### config.mk
export PLATFORM = sky130hd
export DESIGN_NAME = udma_hyper_ch_sched
export DESIGN_NICKNAME = d
export VERILOG_FILES = /design/src/rtl/udma_hyper_ch_sched.sv
export SDC_FILE = /design/constraint.sdc
export NUM_CORES = 1
export LEC_CHECK = 0
export BUFFER_PORTS_ARGS = -buffer_cell sky130_fd_sc_hd__buf_4
export CAP_MARGIN = 15
export CORE_MARGIN = 5
export CORE_UTILIZATION = 25
export DETAILED_ROUTE_END_ITERATION = 8
export PLACE_DENSITY = 0.52
export REMOVE_ABC_BUFFERS = 1
export SYNTH_ARGS = -nofsm -noshare
export SYNTH_HDL_FRONTEND = slang
export SYNTH_SLANG_ARGS = --single-unit
export TNS_END_PERCENT = 20
### constraint.sdc
create_clock -name clk_i -period 7.64 [get_ports clk_i]
set_input_delay 1.146 -clock clk_i [delete_from_list [all_inputs] [get_ports clk_i]]
set_output_delay 1.146 -clock clk_i [all_outputs]
set_load 0.03 [all_outputs]
### src/rtl/udma_hyper_ch_sched.sv
// Hyperbus channel scheduler: round-robin arbitration among NB_CH transfer channels,
// PHY issue handshake, and a programmable read/write recovery gap between transactions.
module udma_hyper_ch_sched #(
    parameter int NB_CH     = 4,
    parameter int CNT_WIDTH = 32,
    localparam int CH_W     = (NB_CH > 1) ? $clog2(NB_CH) : 1
) (
    input  logic                 clk_i,
    input  logic                 rst_ni,
    input  logic [NB_CH-1:0]     req_i,
    output logic [NB_CH-1:0]     gnt_o,
    output logic [NB_CH-1:0]     busy_vec_o,
    output logic                 phy_valid_o,
    input  logic                 phy_ready_i,
    output logic [CH_W-1:0]      phy_ch_o,
    input  logic                 done_i,
    input  logic [CNT_WIDTH-1:0] cfg_t_read_write_recovery_i
);

    typedef enum logic [1:0] {
        IDLE,
        ISSUE,
        ACTIVE,
        RECOVER
    } state_e;

    state_e                 state_reg, state_next;
    logic [CH_W-1:0]        owner_reg, owner_next;
    logic [CH_W-1:0]        last_reg, last_next;
    logic [CNT_WIDTH-1:0]   cnt_reg, cnt_next;

    logic [NB_CH-1:0]       req_hi;
    logic [CH_W-1:0]        hi_idx, lo_idx, winner;
    logic                   hi_vld, any_req;
    logic                   owns;

    // Requests strictly above the last-served index get first pick; otherwise wrap to 0.
    generate
        for (genvar gi = 0; gi < NB_CH; gi++) begin : g_mask
            assign req_hi[gi] = req_i[gi] && (CH_W'(gi) > last_reg);
        end
    endgenerate

    always_comb begin
        hi_idx  = '0;
        lo_idx  = '0;
        hi_vld  = 1'b0;
        any_req = 1'b0;
        for (int i = NB_CH - 1; i >= 0; i--) begin
            if (req_hi[i]) begin
                hi_idx = CH_W'(i);
                hi_vld = 1'b1;
            end
            if (req_i[i]) begin
                lo_idx  = CH_W'(i);
                any_req = 1'b1;
            end
        end
        winner = hi_vld ? hi_idx : lo_idx;
    end

    always_ff @(posedge clk_i or negedge rst_ni) begin
        if (!rst_ni) begin
            state_reg <= IDLE;
            owner_reg <= '0;
            last_reg  <= CH_W'(NB_CH - 1);
            cnt_reg   <= '0;
        end else begin
            state_reg <= state_next;
            owner_reg <= owner_next;
            last_reg  <= last_next;
            cnt_reg   <= cnt_next;
        end
    end

    always_comb begin
        state_next = state_reg;
        owner_next = owner_reg;
        last_next  = last_reg;
        cnt_next   = cnt_reg;
        case (state_reg)
            IDLE: begin
                if (any_req) begin
                    owner_next = winner;
                    state_next = ISSUE;
                end
            end
            ISSUE: begin
                // A handshake in the same cycle as a withdrawal still commits the transfer.
                if (phy_ready_i) begin
                    state_next = ACTIVE;
                    last_next  = owner_reg;
                end else if (!req_i[owner_reg]) begin
                    state_next = IDLE;
                end
            end
            ACTIVE: begin
                if (done_i) begin
                    cnt_next   = cfg_t_read_write_recovery_i;
                    state_next = (cfg_t_read_write_recovery_i != '0) ? RECOVER : IDLE;
                end
            end
            RECOVER: begin
                cnt_next = (cnt_reg != '0) ? cnt_reg - 1'b1 : '0;
                if (cnt_reg <= CNT_WIDTH'(1)) begin
                    state_next = IDLE;
                end
            end
            default: state_next = IDLE;
        endcase
    end

    assign owns        = (state_reg == ISSUE) || (state_reg == ACTIVE);
    assign phy_valid_o = (state_reg == ISSUE);
    assign phy_ch_o    = owns ? owner_reg : '0;
    assign busy_vec_o  = gnt_o;

    generate
        for (genvar gi = 0; gi < NB_CH; gi++) begin : g_gnt
            assign gnt_o[gi] = owns && (owner_reg == CH_W'(gi));
        end
    endgenerate

endmodule

==> results of run 1 <==
-- metrics by stage --
step	util	total power, µW
global placement	0.300	991
global route	0.307	1220
finish	0.307	1130
floorplan	-	802
detailed placement	0.300	998
CTS	0.307	1140
-- cell usage after synthesis, drive strengths merged, types with 2 or more instances --
cell type,n,area [µm²]
or4,15,116
a21oi,11,55.1
dfrtp,36,901
nor4,14,100
o21ai,18,90.1
and3,6,37.5
a22o,8,70.1
and2,2,12.5
nor2b,2,12.5
o31a,2,17.5
a2bb2oi,2,17.5
nand3b,4,30.0
o2bb2ai,6,52.6
ha,8,100
nand2b,2,12.5
inv,16,60.1
or3,12,75.1
nor3b,2,15.0
nor2,20,75.1
buf,8,56.3
o32a,2,20.0
dfstp,2,52.6
o22ai,4,25.0
o311ai,2,17.5
or2,3,18.8
or4b,3,30.0
o211ai,7,52.6
o41ai,6,71.3
mux2i,3,30.0
clkbuf,13,48.8
nand3,18,90.1
nor3,8,45.0
nand2,17,63.8
mux2,3,33.8
nand4,4,25.0
a22oi,10,75.1
-- cells by family after synthesis --
| logic type | count (synthesis) | synth area share |
|---|---|---|
| AOI/OAI and AO/OA | 92 | 0.248 |
| and+or+nand+nor | 134 | 0.281 |
| adders and majority gates | 8 | 0.0362 |
| DFF | 38 | 0.344 |
| muxes | 7 | 0.0312 |
| buffers and inverters | 37 | 0.0597 |
-- metal layers --
layer | share of wire | wire length (µm)
met1 | 0.49 | 4230
met2 | 0.46 | 4000
met3 | 0.047 | 408
met4 | 0.0078 | 68
met5 | 0 | 0
-- layout make-up --
class | instances | share of cell area
Multi-Input combinational cell | 241 | 0.500
Timing Repair Buffer | 53 | 0.120
Inverter | 16 | 0.0181
Sequential cell | 38 | 0.287
Clock buffer | 7 | 0.0230
Tap cell | 140 | 0.0527
-- worst reg2reg max path: stages (launching register included) --
cell	delay [ps]
dfrtp_1	420
or4_1	570
or4_1	670
o41a_1	840
a32o_1	420
a22o_1	220
-- worst paths after layout --
kind / from / slack [ps] / end
max: cnt_reg[22]$_DFFE_PN0P_ / 4390 / cnt_reg[2]$_DFFE_PN0P_
min: cnt_reg[23]$_DFFE_PN0P_ / 540 / cnt_reg[23]$_DFFE_PN0P_
max reg2reg: cnt_reg[22]$_DFFE_PN0P_ / 4390 / cnt_reg[2]$_DFFE_PN0P_
min reg2reg: cnt_reg[23]$_DFFE_PN0P_ / 540 / cnt_reg[23]$_DFFE_PN0P_
max in group asynchronous: rst_ni / 6430 / last_reg[0]$_DFFE_PN1P_
min in group asynchronous: rst_ni / 840 / state_reg[0]$_DFFE_PN0P_
-- where the power goes --
part	leakage (µW)	internal (µW)	switching, µW
clock network	0.0000383	63.1	72.8
logic	0.000824	250	332
registers	0.000459	305	112
total	0.00132	618	516
==> flow_summary_export.csv, run 1 <==
group,metric,value,unit
critical_path,endpoint_kind,"flop",
layout,final_common_cell,"buf_4",
critical_path,critical_path_class,"reg -> reg",
timing,period_share,0.426,
critical_path,crit_buf_inv,0,
synthesis,ys_types,60,
cts,cts_buffers,5,
cts,postCtsHoldBufs,0,
drt,vias_per_cell,5.52,
drt,route.detailed.drc,0,
pwr,power_density,341,nW/µm²
critical_path,worst-endpoint-arrival,3430,ps
die,core_region_area,10800,µm²
timing,max_freq,308,MHz
critical_path,critPathTopFamily,"compound AO/OA/AOI/OAI gates",
cts,clk_path_buf_depth,2,
cts,clk_pin_slew_worst_paths,80,ps
cts,clkLatencyLatePin,280,ps
cts,cts-root-buf,"clkbuf_8",
cts,clock_sinks,38,
global_route,grtUsageMet3,0.0200,
global_route,top_usage_layer,"met2",
synthesis,ys_warn_count,0,
drt,wirelength,8710,µm
critical_path,reg2reg_depth,5,
timing,rsz0062_at_grt,"false",
die,dieHeight,115,µm
global_route,grt_pass1_vias,2700,
placed_design,placed_cells,488,
global_route,met1_usage,0.194,
global_route,grt_overflow,0,
die,die_area,13300,µm²
global_route,grtUsageTotal,0.132,
die,ios,51,
critical_path,cp_common_cell,"or4_1",
synthesis,synthCells,316,
layout,diodes,0,
timing,setup-violations-final,0,
synthesis,synth_edf_count,0,
critical_path,path_cells,"or4_1 -> or4_1 -> o41a_1 -> a32o_1 -> a22o_1",
worst_hold_path,hold_depth,2,
layout,largest_reg_flops,32,
global_route,grt_start_max_net_pins,39,
pwr,leakage,0.00132,µW
die,die_w,115,µm
global_route,grt_pass1_wl,14100,µm
cts,post_cts_buffers,0,
cts,cts_tree,"yes",
timing,whs,536,ps
critical_path,crit_path_max_fanout,23,
timing,worst_slew_pin_slew,1070,ps
layout,layoutNonFillerInstCount,495,
critical_path,path_depth,5,
layout,syn2layout_area_growth,20.1,%
drt,drtIter0Drc,204,
run_status,status,"complete, no violations",
drt,ant_nets,0,
placed_design,preCtsSetupSlack,4410,ps
layout,nFillCells,1162,
layout,drive_above_1_share,0.214,
global_route,antenna_found_initial,0,
synthesis,postSynth.asyncResetShare,1.00,
critical_path,cp_slowest_stage_delay,840,ps
drt,wire_per_inst,17.6,µm
synthesis,seq_area_frac_synth,0.344,
synthesis,synth_area,2770,µm²
timing,hold_violations,0,
drt,vias,2730,
timing,postLayoutSetupSlackWorst,4390,ps
synthesis,syn_area_per_cell,8.76,µm²
worst_hold_path,hp-class,"reg -> reg",
layout,multi_input_area,1660,µm²
critical_path,cp-start-kind,"flop",
critical_path,crit_slowest_cell,"o41a_1",
synthesis,synth-main-ff-cell,"dfrtp_1",
layout,layout_common_cells,"53 x buf_4, 36 x dfrtp_1, 20 x nor2_1, 18 x nand3_1, 17 x nand2_1",
synthesis,ys_ff_latch,38,
placed_design,dpl.hpwl,6160,µm
layout,seq_area,953,µm²
timing,slew_viol_final,0,
cts,ctsResizeCount,0,
timing,slew-limit-headroom,0.270,
pwr,ir_drop,91.3,µV
layout,nets,403,
critical_path,cp.required,7820,ps
timing,fin_setup_tns,0,ps
global_route,grt_use_met2,0.205,
die,start_util,0.255,
placed_design,gp_congestion,0.843,
cts,htreeDepth,2,
drt,drt-pass1-iter-count,4,
placed_design,dpl-instance-area,3250,µm²
die,row_count,38,
placed_design,port_buffers,50,
flow_run,max-cap-violations,0,
timing,fin_skew,2.54,ps
timing,layout_min_cycle_time,3250,ps
layout,finalInstanceArea,3320,µm²
No activity file was read; power rests on OpenSTA's default activity.
==> run 2: changes to the inputs <==
Settings changed: ABC_AREA set to 1, PLACE_DENSITY 0.52 to 0.53.
Clock period 7.64 ns to 2.89 ns, I/O delays scaled along.
==> flow_summary_export.csv, run 2 <==
group,metric,value,unit
critical_path,crit_slowest_cell,"dfrtp_1",
pwr,p_sw_frac,0.483,
die,ios,51,
placed_design,placed_cells,694,
timing,hold_violations,0,
layout,layoutNonFillerInstCount,702,
timing,layout_min_cycle_time,1960,ps
pwr,power_density,969,nW/µm²
global_route,grt_pass1_wl,15800,µm
global_route,grt_overflow,0,
cts,ctsResizeCount,0,
die,die_area,15400,µm²
synthesis,ys_types,29,
pwr,leakage,0.00156,µW
drt,drt-pass1-iter-count,4,
timing,rsz0062_at_grt,"false",
layout,largest_reg_flops,32,
die,row_count,41,
placed_design,dpl.hpwl,7320,µm
timing,slew-limit-headroom,0.665,
timing,fin_skew,5.54,ps
critical_path,crit_path_max_fanout,4,
timing,setup-violations-final,0,
synthesis,synthCells,483,
placed_design,gp_congestion,0.921,
drt,vias,3183,
timing,period_share,0.679,
layout,final_common_cell,"nor2_1",
die,dieHeight,124,µm
pwr,power_frac_clock,0.167,
cts,clock_sinks,38,
placed_design,port_buffers,50,
cts,clk_pin_slew_worst_paths,60,ps
cts,postCtsHoldBufs,0,
layout,drive_above_1_share,0.245,
critical_path,endpoint_kind,"primary output",
die,die_w,124,µm
timing,worst_slew_pin_slew,503,ps
die,start_util,0.256,
pwr,total_power,3830,µW
drt,wirelength,9400,µm
die,core_region_area,12700,µm²
cts,htreeDepth,2,
pwr,switching_power,1850,µW
pwr,p_comb_frac,0.528,
synthesis,netlist_top_cells_count,"112 x nor2_1, 101 x nand2_1, 48 x a21oi_1",
critical_path,worst-endpoint-arrival,1530,ps
timing,max_freq,510,MHz
synthesis,seq_area_frac_synth,0.293,
synthesis,synth-main-ff-cell,"dfrtp_1",
critical_path,critical_path_class,"reg -> out",
critical_path,cp_slowest_stage_delay,400,ps
synthesis,ys_ff_latch,38,
synthesis,synth.top_cell.area_share,0.277,
drt,drtIter0Drc,166,
layout,diodes,0,
critical_path,crit_buf_inv,2,
cts,cts_tree,"yes",
drt,ant_nets,0,
pwr,seq_power_share,0.305,
flow_run,max-cap-violations,0,
synthesis,postSynth.asyncResetShare,1.00,
synthesis,synth_edf_count,0,
drt,wire_per_inst,13.4,µm
drt,route.detailed.drc,0,
cts,cts-root-buf,"clkbuf_16",
timing,slew_viol_final,0,
cts,clk_path_buf_depth,2,
pwr,ir_drop,255,µV
global_route,grt_start_max_net_pins,39,
timing,fin_setup_tns,0,ps
layout,nFillCells,1407,
synthesis,synth_area,3260,µm²
synthesis,synth_largest_area_cell,"dfrtp_1",
synthesis,synthTopCellsByArea,"dfrtp_1 28%, nor2_1 13%, nand2_1 12%, a21oi_1 7.4%, nand3_2 5.8%",
pwr,intPower,1980,µW
cts,clkLatencyLatePin,290,ps
drt,vias_per_cell,4.53,
critical_path,cp-start-kind,"flop",
synthesis,synth.most_common_cell,"nor2_1",
layout,syn2layout_area_growth,21.3,%
layout,nets,577,
worst_hold_path,hp-class,"in -> async",
global_route,antenna_found_initial,0,
cts,cts_buffers,5,
critical_path,critPathTopFamily,"flip-flops",
global_route,grt_pass1_vias,3308,
synthesis,ys_warn_count,0,
critical_path,cp.required,2460,ps
layout,layout_common_cells,"112 x nor2_1, 101 x nand2_1, 55 x buf_4, 48 x a21oi_1, 36 x dfrtp_1",
global_route,grtUsageTotal,0.129,
critical_path,path_cells,"inv_1 -> ha_1 -> nand2_1 -> nor2_1 -> buf_4",
synthesis,syn_area_per_cell,6.74,µm²
cts,post_cts_buffers,0,
run_status,status,"complete, no violations",
==> run 2: cell types whose count changed in the layout (fill, tap and decap cells not counted), moves of 9 or more <==
cell,before,now
nor4_1,12,0
nor2_1,20,112
nand3_2,0,19
a22oi_1,10,1
a21oi_1,11,48
or3_1,12,0
inv_1,16,35
or4_1,14,0
nand2_1,17,101
a21oi_2,0,19
==> run 2: power by group through the flow <==
stage | combinational (µW) | clock (µW) | sequential, µW
4_1_cts | 2040 | 650 | 1170
6_report | 2020 | 640 | 1170
2_1_floorplan | 1510 | 0 | 1080
5_1_grt | 2290 | 666 | 1220
3_3_place_gp | 2000 | 0 | 1160
3_5_place_dp | 2030 | 0 | 1180
==> run 2: kinds of logic (layout without fill, tap and decap cells) <==
| group | Yosys count | after routing | synth area share |
|---|---|---|---|
| AO/OA/AOI/OAI | 91 | 91 | 0.169 |
| XOR/XNOR | 9 | 9 | 0.0242 |
| adder cells (fa/ha/maj) | 8 | 8 | 0.0307 |
| buffers and inverters | 53 | 100 | 0.0726 |
| flip-flops | 38 | 38 | 0.293 |
| AND/OR/NAND/NOR | 284 | 284 | 0.411 |
==> run 2: routing by layer <==
metal / track usage / vias up / share of wire
met1: 0.174 / 1456 / 0.47
met4: 0.0363 / 0 / 0.013
met2: 0.215 / 67 / 0.47
met5: 0 / - / 0
met3: 0.0177 / 10 / 0.042
li1: - / 1650 / -
==> run 2: final timing paths <==
check                                          startpoint  slack (ps)  cells past startpoint                 endpoint
setup / recovery                 state_reg[0]$_DFFE_PN0P_         930                      5            busy_vec_o[3]
hold / removal                                     rst_ni         120                      1  cnt_reg[22]$_DFFE_PN0P_
setup reg to reg                   cnt_reg[0]$_DFFE_PN0P_        1020                      9  cnt_reg[24]$_DFFE_PN0P_
hold reg to reg                   last_reg[0]$_DFFE_PN1P_         490                      2  last_reg[0]$_DFFE_PN1P_
max in group asynchronous                          rst_ni        2410                      1  last_reg[1]$_DFFE_PN1P_
min in group clk_i         cfg_t_read_write_recovery_i[2]         450                      3   cnt_reg[2]$_DFFE_PN0P_
==> run 2: through the flow <==
step / hold slack (ps) / cell area, µm² / util / setup slack [ps]
6_report: 118 / 3950 / 0.310 / 928
3_3_place_gp: 451 / 3790 / 0.298 / 1050
2_1_floorplan: 138 / 3160 / - / 282
4_1_cts: 143 / 3950 / 0.310 / 910
5_1_grt: 168 / 3950 / 0.310 / 823
3_5_place_dp: 453 / 3790 / 0.298 / 1040
==> run 2: cell type report <==
class                   instances  area [µm²]  share of cell area
clock buffers                   7         133              0.0336
clock inverters                 1        30.0             0.00760
inverters                      37         139              0.0352
multi-input cells             392        2070               0.523
flip-flops and latches         38         953               0.241
well taps                     172         215              0.0545
repair buffers                 55         413               0.105
